File: src/rtl/vga_timing_gen.sv
// Raster timing generator: pixel/line counters, sync, visible strobe and line/frame pulses.
// Optional frame counter enabled by defining VGA_TIMING_FRAME_CNT_EN.
module vga_timing_gen #(
  parameter int H_VIS  = 640,
  parameter int H_FP   = 16,
  parameter int H_SYNC = 96,
  parameter int H_BP   = 48,
  parameter int V_VIS  = 480,
  parameter int V_FP   = 10,
  parameter int V_SYNC = 2,
  parameter int V_BP   = 33,
  parameter bit HS_POL = 1'b0,
  parameter bit VS_POL = 1'b0
) (
  input  logic       vga_clk,
  input  logic       reset,
  output logic [9:0] DrawX,
  output logic [9:0] DrawY,
  output logic       hs,
  output logic       vs,
  output logic       blank,
  output logic       line_start,
  output logic       frame_start,
  output logic [7:0] frame_count
);

  localparam int H_TOT = H_VIS + H_FP + H_SYNC + H_BP;
  localparam int V_TOT = V_VIS + V_FP + V_SYNC + V_BP;

  localparam logic [9:0]  H_LAST  = 10'(H_TOT - 1);
  localparam logic [9:0]  V_LAST  = 10'(V_TOT - 1);
  localparam logic [10:0] H_VIS_W = 11'(H_VIS);
  localparam logic [10:0] V_VIS_W = 11'(V_VIS);
  localparam logic [10:0] HS_BEG  = 11'(H_VIS + H_FP);
  localparam logic [10:0] HS_END  = 11'(H_VIS + H_FP + H_SYNC);
  localparam logic [10:0] VS_BEG  = 11'(V_VIS + V_FP);
  localparam logic [10:0] VS_END  = 11'(V_VIS + V_FP + V_SYNC);

  logic       h_wrap;
  logic       v_wrap;
  logic [9:0] x_next;
  logic [9:0] y_next;
  logic       hs_act;
  logic       vs_act;
  logic       vis_next;
  logic       frame_wrap;

  // Decode everything from the next count so registered strobes line up with DrawX/DrawY.
  always_comb begin
    h_wrap     = (DrawX == H_LAST);
    v_wrap     = (DrawY == V_LAST);
    x_next     = h_wrap ? 10'd0 : DrawX + 10'd1;
    y_next     = DrawY;
    if (h_wrap) begin
      y_next = v_wrap ? 10'd0 : DrawY + 10'd1;
    end
    frame_wrap = h_wrap && v_wrap;
    hs_act     = ({1'b0, x_next} >= HS_BEG) && ({1'b0, x_next} < HS_END);
    vs_act     = ({1'b0, y_next} >= VS_BEG) && ({1'b0, y_next} < VS_END);
    vis_next   = ({1'b0, x_next} < H_VIS_W) && ({1'b0, y_next} < V_VIS_W);
  end

  always_ff @(posedge vga_clk) begin
    if (reset) begin
      DrawX       <= 10'd0;
      DrawY       <= 10'd0;
      hs          <= ~HS_POL;
      vs          <= ~VS_POL;
      blank       <= 1'b0;
      line_start  <= 1'b0;
      frame_start <= 1'b0;
    end else begin
      DrawX       <= x_next;
      DrawY       <= y_next;
      hs          <= hs_act ? HS_POL : ~HS_POL;
      vs          <= vs_act ? VS_POL : ~VS_POL;
      blank       <= vis_next;
      line_start  <= h_wrap;
      frame_start <= frame_wrap;
    end
  end

`ifdef VGA_TIMING_FRAME_CNT_EN
  logic [7:0] frame_count_reg;

  always_ff @(posedge vga_clk) begin
    if (reset) begin
      frame_count_reg <= 8'd0;
    end else if (frame_wrap) begin
      frame_count_reg <= frame_count_reg + 8'd1;
    end
  end

  assign frame_count = frame_count_reg;
`else
  assign frame_count = 8'h00;
`endif

endmodule

File: config.mk
export PLATFORM = sky130hd
export DESIGN_NAME = vga_timing_gen
export DESIGN_NICKNAME = d
export VERILOG_FILES = /design/src/rtl/vga_timing_gen.sv
export SDC_FILE = /design/constraint.sdc
export NUM_CORES = 1
export LEC_CHECK = 0
export BUFFER_PORTS_ARGS = -buffer_cell sky130_fd_sc_hd__buf_2
export CAP_MARGIN = 10
export CORE_AREA = 8 8 83 67
export DETAILED_ROUTE_END_ITERATION = 16
export DIE_AREA = 0 0 91 75
export PLACE_DENSITY = 0.55
export SYNTH_ARGS = -nofsm -noshare
export SYNTH_HDL_FRONTEND = slang
export SYNTH_SLANG_ARGS = --single-unit
File: constraint.sdc
create_clock -name vga_clk -period 1.89 [get_ports vga_clk]
set_input_delay 0.567 -clock vga_clk [delete_from_list [all_inputs] [get_ports vga_clk]]
set_output_delay 0.567 -clock vga_clk [all_outputs]
set_load 0.02 [all_outputs]
==> metrics.md, run 1 <==
| Metric | Value |
|---|---|
| Cell count after placement | around 260 |
| Maximum single-stage delay on the critical path | 470 ps |
| Wire length of the first global-routing pass | around 5700 um |
| Clock latency on the worst-skew pair | roughly 260 ps |
| H-tree lvl count | 1 |
| Aggregate global routing overflow | 0 |
| Status | finished, final reports clean |
| Count of antenna diodes in the layout | 0 |
| Data required time of the worst path | about 2000 ps |
| Largest area contributor in the synthesized netlist | sky130_fd_sc_hd__dfxtp_1 |
| Number of top-level pins | 35 |
| Switching Fraction | 0.236 |
| Clock sink total | 25 |
| Core Rows | 21 |
| Power Dens Cells | ~500 nW/um^2 |
| WP buf/inv | 0 |
| Gate count of the mapped netlist | 166 |
| Area of the die | about 6800 um^2 |
| Avg Synthesized Cell Area | between 8 and 9 um^2 |
| Critical-path maximum fanout | 7 |
| Total chip power | approximately 0.93 mW |
| Cell with the biggest individual delay on the critical path | sky130_fd_sc_hd__or4_1 |
| Die boundary height | between 70 and 80 um |
| Top Layer Used | met4 |
| Starting density of the core | 0.335 |
| Fraction of layout cells with a size suffix above 1 | 0.348 |
| Maximum number of pins on one net before global-route repair | 17 |
| Clock Tree Buf Depth | 2 |
| Leading cell type in the layout, fill and taps excluded | sky130_fd_sc_hd__buf_2 |
| Num CTS Buffers | 3 |
| Clock power share | 0.335 |
| Number of cells on the worst hold path | 1 |
| Setup Skew | approximately 1.7 ps |
| Net switching power | around 0.22 mW |
| I/O Buffers | 26 |
| Number of library cell types mapped by synthesis | 43 |
| Clock root buffer master | sky130_fd_sc_hd__clkbuf_8 |
| Top cells by area in the synthesized netlist | sky130_fd_sc_hd__dfxtp_1 35%, sky130_fd_sc_hd__buf_4 5.3%, sky130_fd_sc_hd__xnor2_1 4.9%, sky130_fd_sc_hd__nor2_1 3.9%, sky130_fd_sc_hd__nor3_1 3.9% |
| Worst Hold Class | reg2reg |
| Via count | 1286 |
| Clock transition at the registers of the reported paths | approximately 80 ps |
| Met1 wire length | between 1500 and 2000 um |
| Post-route design area | between 1500 and 2000 um^2 |
| Core Area | approximately 4300 um^2 |
| EDFF count, synth | 0 |
| Post-detailed-routing wire length | 3570 um |
| Total of hold buffers inserted after clock tree synthesis | 0 |
| Synthesized cell area | roughly 1400 um^2 |
| Leading cell types in the layout, fill and taps excluded | 26 x sky130_fd_sc_hd__buf_2, 25 x sky130_fd_sc_hd__buf_4, 22 x sky130_fd_sc_hd__dfxtp_1 |
| Worst slack on hold paths | 479 ps |
| Period utilisation layout | 0.976 |
| Worst EP arrival | about 2000 ps |
| RSZ-0062 raised after global routing | yes |
| Final-report setup violation count | 0 |
| Max-cap violations | 0 |
| Overall fraction of global-route tracks in use | 0.102 |
| Min Clock Period, post-route | around 1800 ps |
| Final routed DRC violation total | 0 |
| Worst reg2reg path depth | 5 |
| Wire length per cell | roughly 13 um |
| Element type at the critical path start | register |
| ANT nets after route | 0 |
| Part of the total power dissipated in sequential elements | 0.583 |
| Via count of the first global-routing pass | 1157 |
| Placed cell areas | roughly 1700 um^2 |
| Seq/Total Area, Yosys | 0.351 |
| TritonCTS clock tree | yes |
| Ys async rst share | 0 |
| Number of nets in the finished design | roughly 220 |
| Drt initial violations | 52 |
| Type of destination of the critical path | register |
| Type of the worst setup path | reg2reg |
| Logic depth of the worst setup path including buffers | 5 |
| Leakage power figure | between 0.7 and 0.8 nW |
| Launch point of the worst reg-to-reg path | DrawX[0] |
| Combinational cell fraction of total power | 0.082 |
| Sum of negative setup slack | 0 ps |
| Non-filler instance count after layout | 267 |
| Pre-CTS WS | -1.32 ps |
| Half-perimeter wire length after detailed placement | approximately 2700 um |
| Top-area cell type share of the netlist area | 0.351 |
| Count of warnings emitted by yosys | 0 |
| Cell class contributing the biggest share of worst-path delay | simple AND/OR/NAND/NOR gates |
| Detailed route wirelength on metal2 | about 1500 um |
| Minimum setup slack among reg-to-reg paths | between 40 and 50 ps |
| Finished Core Util | 0.438 |
| Final Hold Vio Count | 0 |
| Primary flip-flop cell chosen by synthesis mapping | sky130_fd_sc_hd__dfxtp_1 |
| Pint | 0.711 mW |
| Critical path cell sequence | ha_4, and4_4, and4b_2, o41ai_2, or4_1 |
| Top achievable clock speed | approximately 540 MHz |
| Final-report max-slew violation count | 0 |
| Synth-to-Final Area Change | 30.7% |
| Capturing point of the worst reg2reg path | hs |
| Flop and latch count out of synthesis | 25 |
| Horiz. Die Dim | 91 um |
| Met3 layer wire length in the routed design | between 150 and 200 um |
| Critical path endpoint | hs |
| RD Place Congestion | about 0.81 |
| Number of optimization iterations in the first detailed-route pass | 4 |
| Fillers | 446 |
| Crit path from | DrawX[0] |
| Final WS setup | 44.6 ps |
| Antenna violations before repair | 0 |
| Peak ir drop on the vdd network | around 490 uV |
| Drt via density | about 4.8 |
==> cells in the mapped netlist, types with 2 or more instances <==
library cell               count
sky130_fd_sc_hd__clkbuf_1      4
sky130_fd_sc_hd__and4b_1       2
sky130_fd_sc_hd__xnor2_1       8
sky130_fd_sc_hd__o31a_1        4
sky130_fd_sc_hd__nor4b_1       2
sky130_fd_sc_hd__o21ai_0       2
sky130_fd_sc_hd__nor4_1        2
sky130_fd_sc_hd__buf_2         4
sky130_fd_sc_hd__nand2_1       9
sky130_fd_sc_hd__a21oi_1       9
sky130_fd_sc_hd__nor2b_1       5
sky130_fd_sc_hd__nand3_1       8
sky130_fd_sc_hd__nor3_1       11
sky130_fd_sc_hd__xor2_1        5
sky130_fd_sc_hd__nor2_1       15
sky130_fd_sc_hd__buf_4        10
sky130_fd_sc_hd__nand4_1       5
sky130_fd_sc_hd__inv_1         5
sky130_fd_sc_hd__dfxtp_1      25
sky130_fd_sc_hd__mux2i_1       3
sky130_fd_sc_hd__a31oi_1       3
sky130_fd_sc_hd__ha_1          4
==> power groups by stage <==
stage	Combinational, mW	Clock [mW]	Sequential, mW
floorplan	0.0538	0	0.562
global placement	0.0715	0	0.555
detailed placement	0.0713	0	0.555
CTS	0.0718	0.330	0.543
global route	0.0840	0.341	0.543
finish	0.0767	0.311	0.542
==> routing by layer <==
layer  up-vias  GRT usage
li1        663          -
met1       592      0.139
met3         2     0.0349
met2        29      0.148
met5         -          0
met4         0     0.0271
==> worst reg2reg max path, cell delays in order, from the launching register on <==
cell                      delay (ps)
sky130_fd_sc_hd__dfxtp_4         390
sky130_fd_sc_hd__ha_4            170
sky130_fd_sc_hd__and4_4          250
sky130_fd_sc_hd__and4b_2         330
sky130_fd_sc_hd__o41ai_2         110
sky130_fd_sc_hd__or4_1           470
==> layout make-up <==
class / instances / area [um^2] / area share
clock buffer: 4 / 45.0 / 0.0242
multi-input combinational: 125 / 905 / 0.485
sequential: 25 / 507 / 0.272
timing repair buffer: 51 / 318 / 0.170
inverter: 5 / 18.8 / 0.0101
tap: 57 / 71.3 / 0.0383
==> worst min path at each step <==
| stage | endpoint | from | slack (ps) |
|---|---|---|---|
| floorplan | DrawX[0] | DrawX[0] | 510 |
| global placement | DrawX[0] | DrawX[0] | 480 |
| detailed placement | DrawX[0] | DrawX[0] | 490 |
| CTS | DrawX[0] | DrawX[0] | 500 |
| global route | DrawX[0] | DrawX[0] | 500 |
| finish | DrawX[0] | DrawX[0] | 480 |
==> logic make-up (layout without fill, tap and decap cells) <==
family	after synthesis	in the layout	synth area share
AO/OA/AOI/OAI	29	29	0.146
XOR/XNOR	13	13	0.0798
adder cells (fa/ha/maj)	4	4	0.0351
buffers and inverters	23	60	0.0903
flip-flops	25	25	0.351
multiplexers	3	3	0.0211
other	1	8	0.00263
AND/OR/NAND/NOR	68	68	0.275
==> sequential cells by signal (all words and copies together) (netlist names) <==
name         flops
line_start       1
frame_start      1
blank            1
vs               1
DrawX           10
DrawY           10
hs               1
==> what timing repair did <==
item                                    4_1_cts  5_1_grt
endpoints found under the setup margin        2       11
setup buffers                                 0        1
pin swaps                                     0        1
gates resized for setup                       1       11
(Power assumes the default switching activity.)
==> run 2, diff against run 1 <==
--- a/config.mk
+++ b/config.mk
@@ -7,10 +7,11 @@
 export LEC_CHECK = 0
 export BUFFER_PORTS_ARGS = -buffer_cell sky130_fd_sc_hd__buf_2
 export CAP_MARGIN = 10
-export CORE_AREA = 8 8 83 67
+export CORE_AREA = 8 8 78 63
 export DETAILED_ROUTE_END_ITERATION = 16
-export DIE_AREA = 0 0 91 75
-export PLACE_DENSITY = 0.55
+export DIE_AREA = 0 0 86 71
+export PLACE_DENSITY = 0.62
+export RECOVER_POWER = 100
 export SYNTH_ARGS = -nofsm -noshare
 export SYNTH_HDL_FRONTEND = slang
 export SYNTH_SLANG_ARGS = --single-unit
==> run 2 against run 1 <==
  * Power grew 0.28%
  * Clock skew is 1.1 ps higher
  * Clock power about the same
  * Critical endpoint unchanged
  * Die area shrank 11%
  * Final area is 3.8% lower
  * First-iteration DRC count increased by 44%
  * Count of clock-buffer cells in the layout is the same
  * Register-to-register slack better by 30 ps
  * Non-clock buffer count grew 1
  * Critical path type unchanged
  * Highest routed layer unchanged
  * Core utilization up 3.7 points
  * Fmax is 1.5% higher
  * Sequential power is essentially flat
==> metrics.md, run 2 (same netlist as run 1, synthesis figures left out) <==
| Metric | Value |
|---|---|
| Status | finished, final reports clean |
| Via count of the first global-routing pass | 1224 |
| Overall fraction of global-route tracks in use | 0.120 |
| Area of the die | ~6000 um^2 |
| Sequential cell area | between 500 and 600 um^2 |
| ANT nets after route | 0 |
| Num CTS Buffers | 3 |
| Clock transition at the registers of the reported paths | around 80 ps |
| Wire length per cell | approximately 14 um |
| Horiz. Die Dim | 86 um |
| Leading cell types in the layout, fill and taps excluded | 26 x sky130_fd_sc_hd__clkbuf_1, 21 x sky130_fd_sc_hd__dfxtp_1, 19 x sky130_fd_sc_hd__buf_4 |
| Power Dens Cells | between 500 and 600 nW/um^2 |
| Synth-to-Final Area Change | 25.7% |
| Die boundary height | approximately 71 um |
| H-tree lvl count | 1 |
| Finished Core Util | 0.475 |
| Worst slack on hold paths | about 550 ps |
| Max-cap violations | 0 |
| Type of the worst setup path | reg2reg |
| Type of destination of the critical path | register |
| Cell class contributing the biggest share of worst-path delay | simple AND/OR/NAND/NOR gates |
| Number of optimization iterations in the first detailed-route pass | 4 |
| Final-report max-slew violation count | 0 |
| Fillers | between 300 and 400 |
| Critical path endpoint | hs |
| Launch point of the worst reg-to-reg path | DrawX[0] |
| RD Place Congestion | slightly above 0.8 |
| Peak ir drop on the vdd network | 182 uV |
| Clock sink total | 25 |
| Top achievable clock speed | 550 MHz |
| Data required time of the worst path | 2030 ps |
| Aggregate global routing overflow | 0 |
| Wire length of the first global-routing pass | between 6000 and 7000 um |
| I/O Buffers | 26 |
| Maximum number of pins on one net before global-route repair | 14 |
| Final routed DRC violation total | 0 |
| Min Clock Period, post-route | approximately 1800 ps |
| Post-detailed-routing wire length | approximately 3600 um |
| Via count | 1342 |
| RSZ-0062 raised after global routing | no |
| Critical-path maximum fanout | 7 |
| Clock root buffer master | sky130_fd_sc_hd__clkbuf_8 |
| Non-filler instance count after layout | around 270 |
| Antenna violations before repair | 0 |
| Minimum setup slack among reg-to-reg paths | 70 ps |
| Total of hold buffers inserted after clock tree synthesis | 0 |
| Period utilisation layout | 0.962 |
| Worst Hold Class | reg2reg |
| TritonCTS clock tree | yes |
| Final WS setup | 72.2 ps |
| Critical path cell sequence | ha_4, and4_4, and4b_2, o41ai_1, or4_1 |
| Core Area | about 3800 um^2 |
| Element type at the critical path start | register |
| Worst reg2reg path depth | 5 |
| Footprint of the multi-input gates | around 870 um^2 |
| Capturing point of the worst reg2reg path | hs |
| Core Rows | 20 |
| Clock latency on the worst-skew pair | 270 ps |
| Leading registers by flop count | DrawX (10), DrawY (10) |
| Total chip power | roughly 0.93 mW |
| Half-perimeter wire length after detailed placement | 2740 um |
| Leakage power figure | just under 0.7 nW |
| Drt via density | 5.05 |
| Starting density of the core | 0.377 |
| Drt initial violations | 75 |
| Setup Skew | 2.83 ps |
| Maximum single-stage delay on the critical path | 480 ps |
| WP buf/inv | 0 |
| Fraction of layout cells with a size suffix above 1 | 0.227 |
| Cell with the biggest individual delay on the critical path | sky130_fd_sc_hd__or4_1 |
| Pre-CTS WS | roughly 27 ps |
| Worst EP arrival | a little under 2000 ps |
| Crit path from | DrawX[0] |
| Number of nets in the finished design | between 200 and 250 |
| Clock Tree Buf Depth | 2 |
| Count of antenna diodes in the layout | 0 |
| Logic depth of the worst setup path including buffers | 5 |
| Number of top-level pins | 35 |
| Final-report setup violation count | 0 |
| Final Hold Vio Count | 0 |
| Leading cell type in the layout, fill and taps excluded | sky130_fd_sc_hd__clkbuf_1 |
| Cell count after placement | 262 |
## run 2: worst min path at each step
| stage | start | depth (start not counted) | endpoint |
|---|---|---|---|
| 5_1_grt | reset | 2 | DrawY[1] |
| 3_5_place_dp | DrawX[0] | 2 | DrawX[0] |
| 6_report | DrawY[1] | 2 | DrawY[1] |
| 3_3_place_gp | DrawX[0] | 2 | DrawX[0] |
| 4_1_cts | reset | 2 | DrawY[1] |
| 2_1_floorplan | DrawX[0] | 1 | DrawX[0] |
## run 2: tightest hold or removal path: stages (launching register included)
cell and delay (ps):
sky130_fd_sc_hd__dfxtp_2 360, sky130_fd_sc_hd__nand2_1 90, sky130_fd_sc_hd__a21oi_1 70
## run 2: layer usage
metal  wire [um]  share of wire  track usage
met1        1820           0.50        0.164
met2        1590           0.44        0.181
met3         147          0.041       0.0255
met4          48          0.013       0.0407
met5           0              0            0
## run 2: what timing repair did
action / in CTS / in global routing
endpoints found under the hold margin: 0 / 0
resized for setup: 0 / 10
setup endpoints to repair: 0 / 10
buffers inserted: 0 / 0
## run 2: stage by stage
stage | area [um^2] | setup TNS [ps]
2_1_floorplan | 1480 | -2.08
5_1_grt | 1790 | 0
6_report | 1790 | 0
3_5_place_dp | 1760 | 0
4_1_cts | 1810 | 0
3_3_place_gp | 1760 | 0
## run 2: area by class of cell
type / instances / area share
inverters: 5 / 0.0105
clock buffers: 4 / 0.0251
well taps: 55 / 0.0384
multi-input cells: 125 / 0.484
flip-flops and latches: 25 / 0.283
repair buffers: 52 / 0.159
## run 2: report_power, final
part,switching (mW),total [mW],internal [mW]
Combinational,0.0536,0.0784,0.0248
Clock,0.163,0.314,0.151
Sequential,0.00683,0.540,0.533
==> run 3, diff against run 2 <==
==> constraint.sdc (replaced) <==
create_clock -name vga_clk -period 1.89 [get_ports vga_clk]
set_input_delay 0.0945 -clock vga_clk [delete_from_list [all_inputs] [get_ports vga_clk]]
set_output_delay 0.0945 -clock vga_clk [all_outputs]
set_load 0.02 [all_outputs]
==> run 3 against run 2 <==
  * Final area shrank 0.77%
  * Routed wire length shrank 5.5%
  * Core utilization shrank 0.36 points
  * Worst hold slack lost 460 ps
  * Clock power grew 2%
  * Register-to-register slack gained 40 ps
  * Die area is the same
  * Global-route usage shrank 0.66 points
  * Setup slack gained 36 ps
  * Via count shrank 3.1%
  * Critical endpoint unchanged
  * Highest routed layer unchanged
==> metrics.md, run 3 (same netlist as run 1, synthesis figures left out) <==
| Metric | Value |
|---|---|
| Leakage power figure | about 0.69 nW |
| Critical-path maximum fanout | 5 |
| Aggregate global routing overflow | 0 |
| Worst slack on hold paths | ~93 ps |
| H-tree lvl count | 1 |
| Min Clock Period, post-route | 1780 ps |
| Via count | 1300 |
| Clock latency on the worst-skew pair | about 270 ps |
| Status | finished, final reports clean |
| Critical path cell sequence | ha_4, and4_4, and4b_2, clkbuf_1, or4_1 |
| Type of destination of the critical path | register |
| Clock Tree Buf Depth | 2 |
| Element type at the critical path start | register |
| Maximum single-stage delay on the critical path | around 520 ps |
| Wire length of the first global-routing pass | roughly 5700 um |
| Final-report max-slew violation count | 0 |
| Area of the die | between 6000 and 7000 um^2 |
| Max-cap violations | 0 |
| Leading cell type in the layout, fill and taps excluded | sky130_fd_sc_hd__clkbuf_1 |
| Worst EP arrival | approximately 1900 ps |
| WP buf/inv | 1 |
| Fillers | 376 |
| Drt via density | slightly below 5 |
| ANT nets after route | 0 |
| Count of antenna diodes in the layout | 0 |
| Leading registers by flop count | DrawX (10), DrawY (10) |
| Overall fraction of global-route tracks in use | 0.114 |
| Post-CTS setup buffer count | 0 |
| Clock sink total | 25 |
| Power Dens Cells | roughly 530 nW/um^2 |
| Antenna violations before repair | 0 |
| Core Rows | 20 |
| Starting density of the core | 0.377 |
| Maximum number of pins on one net before global-route repair | 14 |
| Synth-to-Final Area Change | 24.7% |
| Horiz. Die Dim | between 80 and 90 um |
| Num CTS Buffers | 3 |
| Half-perimeter wire length after detailed placement | between 2000 and 3000 um |
| RD Place Congestion | just over 0.8 |
| Post-detailed-routing wire length | around 3400 um |
| Setup Skew | about 2.9 ps |
| Number of nets in the finished design | 218 |
| Die boundary height | between 70 and 80 um |
| Period utilisation layout | 0.943 |
| Finished Core Util | 0.471 |
| Drt initial violations | between 80 and 90 |
| Total chip power | about 0.94 mW |
| Final routed DRC violation total | 0 |
| Data required time of the worst path | between 2000 and 2500 ps |
| Via count of the first global-routing pass | 1188 |
| Final Hold Vio Count | 0 |
| Core Area | ~3800 um^2 |
| Cell with the biggest individual delay on the critical path | sky130_fd_sc_hd__or4_1 |
| Clock root buffer master | sky130_fd_sc_hd__clkbuf_8 |
| Placed cell areas | about 1800 um^2 |
| Top achievable clock speed | roughly 560 MHz |
| Cell class contributing the biggest share of worst-path delay | simple AND/OR/NAND/NOR gates |
| RSZ-0062 raised after global routing | yes |
| Number of top-level pins | 35 |
| Leading cell types in the layout, fill and taps excluded | 24 x sky130_fd_sc_hd__clkbuf_1, 21 x sky130_fd_sc_hd__dfxtp_1, 18 x sky130_fd_sc_hd__buf_4 |
| Clock transition at the registers of the reported paths | approximately 90 ps |
| Fraction of layout cells with a size suffix above 1 | 0.227 |
| Post-route design area | ~1800 um^2 |
| Number of optimization iterations in the first detailed-route pass | 5 |
| Worst Hold Class | in2reg |
| Peak ir drop on the vdd network | roughly 320 uV |
| I/O Buffers | 26 |
| Final-report setup violation count | 0 |
| Type of the worst setup path | reg2reg |
| TritonCTS clock tree | yes |
| Wire length per cell | ~13 um |
## run 3: worst paths after layout
kind / startpoint / to / slack [ps] / cells past startpoint
worst max register to register: DrawX[0] / hs / 110 / 5
worst max-delay path: DrawX[0] / hs / 110 / 5
worst min-delay path: reset / DrawY[1] / 90 / 2
worst min register to register: DrawX[4] / DrawX[4] / 580 / 2
## run 3: cell type report
cell class | count | area (um^2) | share of cell area
timing repair buffer | 52 | 282 | 0.158
multi-input combinational | 125 | 857 | 0.482
clock buffer | 4 | 45.0 | 0.0253
sequential | 25 | 508 | 0.286
inverter | 5 | 18.8 | 0.0105
tap | 55 | 68.8 | 0.0387
## run 3: timing repair
action,in CTS,in global routing
resized for setup,0,6
endpoints found under the setup margin,0,4
hold buffers,0,0
## run 3: where the power goes
| group | switching [mW] | internal, mW |
|---|---|---|
| Combinational | 0.0529 | 0.0264 |
| Sequential | 0.00619 | 0.533 |
| Clock | 0.170 | 0.151 |
## run 3: through the flow
stage,instances,worst slack (ps),setup TNS (ps)
4_1_cts,266,38.3,0
3_5_place_dp,262,55.3,0
6_report,266,109,0
2_1_floorplan,173,-2.08,-2.08
5_1_grt,266,-17.5,-17.5
3_3_place_gp,262,78.6,0
## run 3: layer usage
layer / routed length [um] / global-route usage / vias up
li1: - / - / 669
met1: 1720 / 0.153 / 598
met2: 1450 / 0.167 / 29
met3: 176 / 0.0255 / 4
met4: 53 / 0.0504 / 0
met5: 0 / 0 / -
